==> config.mk <==
export PLATFORM = sky130hd
export DESIGN_NAME = fir_seq_ctrl
export DESIGN_NICKNAME = d
export VERILOG_FILES = /design/src/rtl/fir_seq_ctrl.sv
export SDC_FILE = /design/constraint.sdc
export NUM_CORES = 1
export LEC_CHECK = 0
export ABC_AREA = 0
export BUFFER_PORTS_ARGS = -buffer_cell sky130_fd_sc_hd__buf_4
export CORE_MARGIN = 8
export CORE_UTILIZATION = 49
export CTS_BUF_LIST = sky130_fd_sc_hd__clkbuf_8
export DETAILED_ROUTE_END_ITERATION = 8
export PLACE_DENSITY = 0.68
export SLEW_MARGIN = 0
export SYNTH_ARGS = -nofsm -noshare
export SYNTH_HDL_FRONTEND = slang
export SYNTH_SLANG_ARGS = --single-unit
==> constraint.sdc <==
create_clock -name clk -period 6.2 [get_ports clk]
set_clock_uncertainty 0.1 [all_clocks]
set_input_delay 1.24 -clock clk [delete_from_list [all_inputs] [get_ports clk]]
set_output_delay 1.24 -clock clk [all_outputs]
set_load 0.01 [all_outputs]
==> src/rtl/fir_seq_ctrl.sv <==
// fir_seq_ctrl: sequencer for the shared-ROM FIR band filters.
// Owns the circular sample-buffer write pointer, the initial buffer fill,
// and one convolution pass (NUM_TAPS+1 cycles of 'sequencing') per sample.
// Optional feature macro: FIR_SEQ_STATS_EN adds pass_cnt / ovr_cnt outputs.
module fir_seq_ctrl #(
  parameter int NUM_TAPS = 1021,
  parameter int ADDR_W   = 10
) (
  input  logic              clk,
  input  logic              rst_n,
  input  logic              smpl_vld,
  input  logic              flush,
  output logic              buf_we,
  output logic [ADDR_W-1:0] buf_wr_addr,
  output logic [ADDR_W-1:0] buf_rd_addr,
  output logic              sequencing,
  output logic              conv_done,
  output logic              busy,
  output logic              overrun
`ifdef FIR_SEQ_STATS_EN
  ,
  output logic [15:0]       pass_cnt,
  output logic [7:0]        ovr_cnt
`endif
);

  localparam int CNT_W = $clog2(NUM_TAPS + 1);
  localparam logic [CNT_W-1:0]  LAST_K    = CNT_W'(NUM_TAPS);
  localparam logic [CNT_W-1:0]  LAST_RD_K = CNT_W'(NUM_TAPS - 1);
  localparam logic [ADDR_W-1:0] TAPS_A    = ADDR_W'(NUM_TAPS);

  typedef enum logic [1:0] {
    ST_FILL,
    ST_IDLE,
    ST_SEQ,
    ST_DONE
  } state_t;

  state_t            r_state;
  state_t            w_state_nxt;
  logic [ADDR_W-1:0] r_wr_ptr;
  logic [ADDR_W-1:0] w_wr_ptr_nxt;
  logic [CNT_W-1:0]  r_fill_cnt;
  logic [CNT_W-1:0]  w_fill_nxt;
  logic              r_pending;
  logic              w_pending_nxt;
  logic              r_overrun;
  logic              w_ovr_evt;
  logic              w_enter_seq;
  logic [CNT_W-1:0]  r_k;
  logic [ADDR_W-1:0] r_rd_addr;

  // The write pointer advances on every accepted sample, in every state.
  assign w_wr_ptr_nxt = r_wr_ptr + ADDR_W'(smpl_vld);

  // Next-state, fill count and pending/overrun decisions.
  always_comb begin
    // NOTE: every signal gets a default before the case so no path leaves it
    // unassigned; otherwise synthesis infers a latch to hold the old value.
    w_state_nxt   = r_state;
    w_fill_nxt    = r_fill_cnt;
    w_pending_nxt = r_pending;
    w_ovr_evt     = 1'b0;
    w_enter_seq   = 1'b0;

    case (r_state)
      ST_FILL: begin
        if (smpl_vld) begin
          if (r_fill_cnt != LAST_K) w_fill_nxt = r_fill_cnt + 1'b1;
          if (r_fill_cnt == LAST_RD_K) w_enter_seq = 1'b1;
        end
      end
      ST_IDLE: begin
        if (smpl_vld || r_pending) w_enter_seq = 1'b1;
      end
      ST_SEQ: begin
        if (r_k == LAST_K) w_state_nxt = ST_DONE;
      end
      ST_DONE: begin
        if (r_pending) w_enter_seq = 1'b1;
        else           w_state_nxt = ST_IDLE;
      end
      default: w_state_nxt = ST_FILL;
    endcase

    // Outside FILL a sample either queues one more pass or, if one is
    // already queued, is only written and flagged as an overrun.
    if (smpl_vld && (r_state != ST_FILL)) begin
      if (r_pending) w_ovr_evt     = 1'b1;
      else           w_pending_nxt = 1'b1;
    end

    if (w_enter_seq) begin
      w_state_nxt   = ST_SEQ;
      w_pending_nxt = 1'b0;
    end

    // Flush discards history; the RAM write itself still happens.
    if (flush) begin
      w_state_nxt   = ST_FILL;
      w_fill_nxt    = '0;
      w_pending_nxt = 1'b0;
      w_ovr_evt     = 1'b0;
      w_enter_seq   = 1'b0;
    end
  end

  // State, write pointer, fill count, pending and sticky overrun registers.
  always_ff @(posedge clk or negedge rst_n) begin
    // NOTE: clocked state uses non-blocking assignments so every register
    // samples pre-edge values regardless of statement or block order.
    if (!rst_n) begin
      r_state    <= ST_FILL;
      r_wr_ptr   <= '0;
      r_fill_cnt <= '0;
      r_pending  <= 1'b0;
      r_overrun  <= 1'b0;
    end else begin
      r_state    <= w_state_nxt;
      r_wr_ptr   <= w_wr_ptr_nxt;
      r_fill_cnt <= w_fill_nxt;
      r_pending  <= w_pending_nxt;
      if (flush)          r_overrun <= 1'b0;
      else if (w_ovr_evt) r_overrun <= 1'b1;
    end
  end

  // Pass tap counter and read address: base latched on entry, then walks
  // NUM_TAPS addresses and holds the last one for the final tap cycle.
  always_ff @(posedge clk or negedge rst_n) begin
    if (!rst_n) begin
      r_k       <= '0;
      r_rd_addr <= '0;
    end else if (w_enter_seq) begin
      r_k       <= '0;
      r_rd_addr <= w_wr_ptr_nxt - TAPS_A;
    end else if (r_state == ST_SEQ) begin
      if (r_k != LAST_K)    r_k       <= r_k + 1'b1;
      if (r_k < LAST_RD_K)  r_rd_addr <= r_rd_addr + 1'b1;
    end
  end

  assign buf_we      = smpl_vld;
  assign buf_wr_addr = r_wr_ptr;
  assign buf_rd_addr = r_rd_addr;
  assign sequencing  = (r_state == ST_SEQ);
  assign busy        = (r_state == ST_SEQ);
  assign conv_done   = (r_state == ST_DONE);
  assign overrun     = r_overrun;

`ifdef FIR_SEQ_STATS_EN
  logic [15:0] r_pass_cnt;
  logic [7:0]  r_ovr_cnt;

  // Completed-pass counter (wrapping) and overrun-event counter (saturating).
  always_ff @(posedge clk or negedge rst_n) begin
    if (!rst_n) begin
      r_pass_cnt <= '0;
      r_ovr_cnt  <= '0;
    end else if (flush) begin
      r_pass_cnt <= '0;
      r_ovr_cnt  <= '0;
    end else begin
      if (r_state == ST_DONE) r_pass_cnt <= r_pass_cnt + 1'b1;
      if (w_ovr_evt && (r_ovr_cnt != 8'hFF)) r_ovr_cnt <= r_ovr_cnt + 1'b1;
    end
  end

  assign pass_cnt = r_pass_cnt;
  assign ovr_cnt  = r_ovr_cnt;
`endif

endmodule

==> metrics <==
outcome=finished clean; Reg clk slew, reported paths=about 90 ps; Synth Warn #=0; CTS resizes=0; worst vdd ir=0.222 mV; Hold WS=423 ps; EDFF count, synth=0; fin crit period=2990 ps; Largest delay share family, worst path=simple AND/OR/NAND/NOR gates; reg2reg start=r_fill_cnt[0]; vias in the first global route=1933; Crit path buffers/inverters=1; first-pass GRT wire length=9.23 mm; Routed wire per std cell=14.0 um; fin. max-slew vios=0; critical path type=in -> reg; IO buf count=28; DRT iter0 DRCs=between 100 and 150; setup bufs post-CTS=0; GRT Residual Overflow=0; setup TNS=0 ps; DRC viols=0; post-place setup slack=2890 ps; Synth Area per Inst=between 9 and 10 sq um; Main synth FF type=dfrtp_1; # IOs=29; Crit Path Max Fanout=10; Sw Share=40.0%; clk_lat worst skew=300 ps; CP arrival=3070 ps; Post-Syn Area=0.00271 sq mm; Initial Util=49.9%; Cell variety after synth=59; Nets=~320; CP most frequent cell=ha_1; CTS tree=built; sequential share of the synthesized area=40.6%; initial antenna violation count=0; max_cap viols=0; stages on the worst setup path=9; drt pass-1 iters=4; ys async rst share=100%; Finished Layout Cells=about 380; clock sinks=44; worst setup margin=3210 ps; Worst-Margin Slew=between 1000 and 1500 ps; slew margin rel.=approximately 31%; hold_buf cts=0; DP Wirelength=3.94 mm; sw power=0.429 mW; Seq pwr share=45.6%; r2r endpoint=buf_rd_addr[1]; Final Util=55.7%; largest net degree at the start of global routing=45; Via density=5.35; Clock Power Share=16.6%; Die W=around 90 um; clock root buffer=clkbuf_8; Critical Path Source Type=input pin; Syn Inst Count=282; Max Freq=334 MHz; CTS buffer count=5; placed cells=between 300 and 400; syn nets=296; post-synth top area share=40.6%; P_leak=1.30 nW; fillers=501; Post-DRT Antenna Nets=0; GRT Total Usage=about 13%; Via Count=2021; FP Rows=27; FF+latch count, synth=between 40 and 50; unrepaired setup endpoints after global routing=no; reg2reg path depth=8; slowest stage delay, CP=430 ps; start point of the critical path=smpl_vld; layout cells sized above 1=17.0%; die height=90.4 um; largest area contributor in the netlist=dfrtp_1; area grow syn2layout=11.7%; Final Hold Fails=0; Cell Chain, Critical Path=buf_4 -> ha_1 -> ha_1 -> and3_4 -> nand3_2 -> or4_4 -> a31oi_2 -> xnor2_1 -> mux2i_1; Internal=0.645 mW; core area=0.00544 sq mm; top cells by area, synth=dfrtp_1 41%, xor2_1 6.8%, xnor2_1 6.1%, ha_1 4.6%, nor2_1 4.4%; r2r setup slk=3650 ps; antenna cell count=0; worst setup path end=buf_rd_addr[9]; Setup crit end kind=flop; Worst Hold Class=reg -> reg; Worst path slowest cell=or4_4; Worst EP required=6280 ps; Final setup viols=0; clk buf depth=2; H-tree Lvls=2; drt total wl=between 5 and 6 mm; gpl congestion=about 0.82; Final Cycle Share=slightly below 50%; Pwr per Cell Area=about 350 mW/mm^2; DIE AREA=0.00817 sq mm; Comb power frac=37.8%
[state kept, by name, indices dropped and copies added, names as in the netlist]
register     count
r_k             10
r_state          2
overrun          1
buf_rd_addr     10
r_fill_cnt      10
r_pending        1
buf_wr_addr     10
[logic make-up (layout without fill, tap and decap cells)]
family / count (synthesis) / after routing / share of synthesized area (%)
buffers and inverters: 21 / 45 / 3.83
AND/OR/NAND/NOR: 119 / 119 / 24.2
multiplexers: 4 / 4 / 1.52
XOR/XNOR: 41 / 41 / 13.9
adder cells (fa/ha/maj): 10 / 10 / 4.61
flip-flops: 44 / 44 / 40.6
AO/OA/AOI/OAI: 43 / 43 / 11.3
[worst register-to-register path, delay by kind of cell (launching register included)]
kind                       cells  cell delay, ps
DFF                            1             470
adders and majority gates      1             130
AOI/OAI and AO/OA              2             940
buffers and inverters          2             380
and+or+nand+nor                3             480
[through the flow]
stage               power [mW]  instance area, sq um
finish                    1.07                  3030
global route              1.15                  3030
CTS                       1.09                  3030
detailed placement       0.905                  2940
global placement         0.906                  2940
floorplan                0.757                  2710
[worst min-delay path by stage]
stage / from / endpoint / slack, ps / cells after the start
CTS: overrun / overrun / 430 / 2
global placement: overrun / overrun / 410 / 2
floorplan: r_k[4] / r_k[4] / 400 / 2
finish: overrun / overrun / 420 / 2
detailed placement: overrun / overrun / 410 / 2
global route: overrun / overrun / 470 / 2
[cells in the mapped netlist, types with 2 or more instances]
master / instances
a211oi_1: 2
a21oi_1: 10
a21oi_2: 2
a31oi_1: 2
a31oi_2: 2
and2_1: 3
and3_1: 8
and3b_1: 3
and4_1: 4
buf_2: 8
buf_4: 2
dfrtp_1: 44
ha_1: 10
inv_1: 9
mux2i_1: 3
nand2_1: 21
nand2_2: 2
nand2b_1: 3
nand3_1: 13
nand4_1: 11
nor2_1: 32
nor2b_1: 2
nor3_1: 3
o211ai_1: 2
o21ai_0: 9
xnor2_1: 19
xor2_1: 21
[power groups by stage]
stage | registers, mW | logic [mW] | clock network [mW]
6_report | 0.490 | 0.406 | 0.178
5_1_grt | 0.507 | 0.454 | 0.194
4_1_cts | 0.488 | 0.413 | 0.184
3_5_place_dp | 0.494 | 0.411 | 0
3_3_place_gp | 0.494 | 0.412 | 0
2_1_floorplan | 0.460 | 0.298 | 0
[area by class of cell]
class | count | area (sq um) | area share (%)
multi-input combinational | 217 | 1510 | 49.7
sequential | 44 | 1100 | 36.3
timing repair buffer | 28 | 210 | 6.94
tap | 72 | 90.1 | 2.97
clock buffer | 5 | 68.8 | 2.27
inverter | 9 | 33.8 | 1.12
clock inverter | 3 | 18.8 | 0.620
[layout by cell type (no fill, tap or decap), drive strengths merged, types with 3 or more instances in the layout]
| cell | synthesis | routed |
|---|---|---|
| dfrtp | 44 | 44 |
| nor2 | 32 | 32 |
| buf | 11 | 28 |
| nand2 | 23 | 23 |
| xor2 | 21 | 21 |
| xnor2 | 20 | 20 |
| nand3 | 14 | 14 |
| a21oi | 12 | 12 |
| nand4 | 11 | 11 |
| ha | 10 | 10 |
| o21ai | 10 | 10 |
| inv | 9 | 9 |
| and3 | 9 | 9 |
| clkbuf | 1 | 5 |
| a31oi | 5 | 5 |
| and4 | 4 | 4 |
| nor3 | 4 | 4 |
| and2 | 3 | 3 |
| nand2b | 3 | 3 |
| and3b | 3 | 3 |
| mux2i | 3 | 3 |
| clkinv | 0 | 3 |
[per-layer routing]
layer  vias to the layer above  part of all wire [%]  track usage (%)  routed length (um)
met3                         4                   4.3             3.33                 229
li1                       1031                     -                -                   -
met4                         0                  0.94             4.85                  50
met2                        38                    46             20.2                2430
met1                       948                    49             18.3                2600
met5                         -                     0                0                   0
Note: power is estimated with default switching activity, not from simulation.
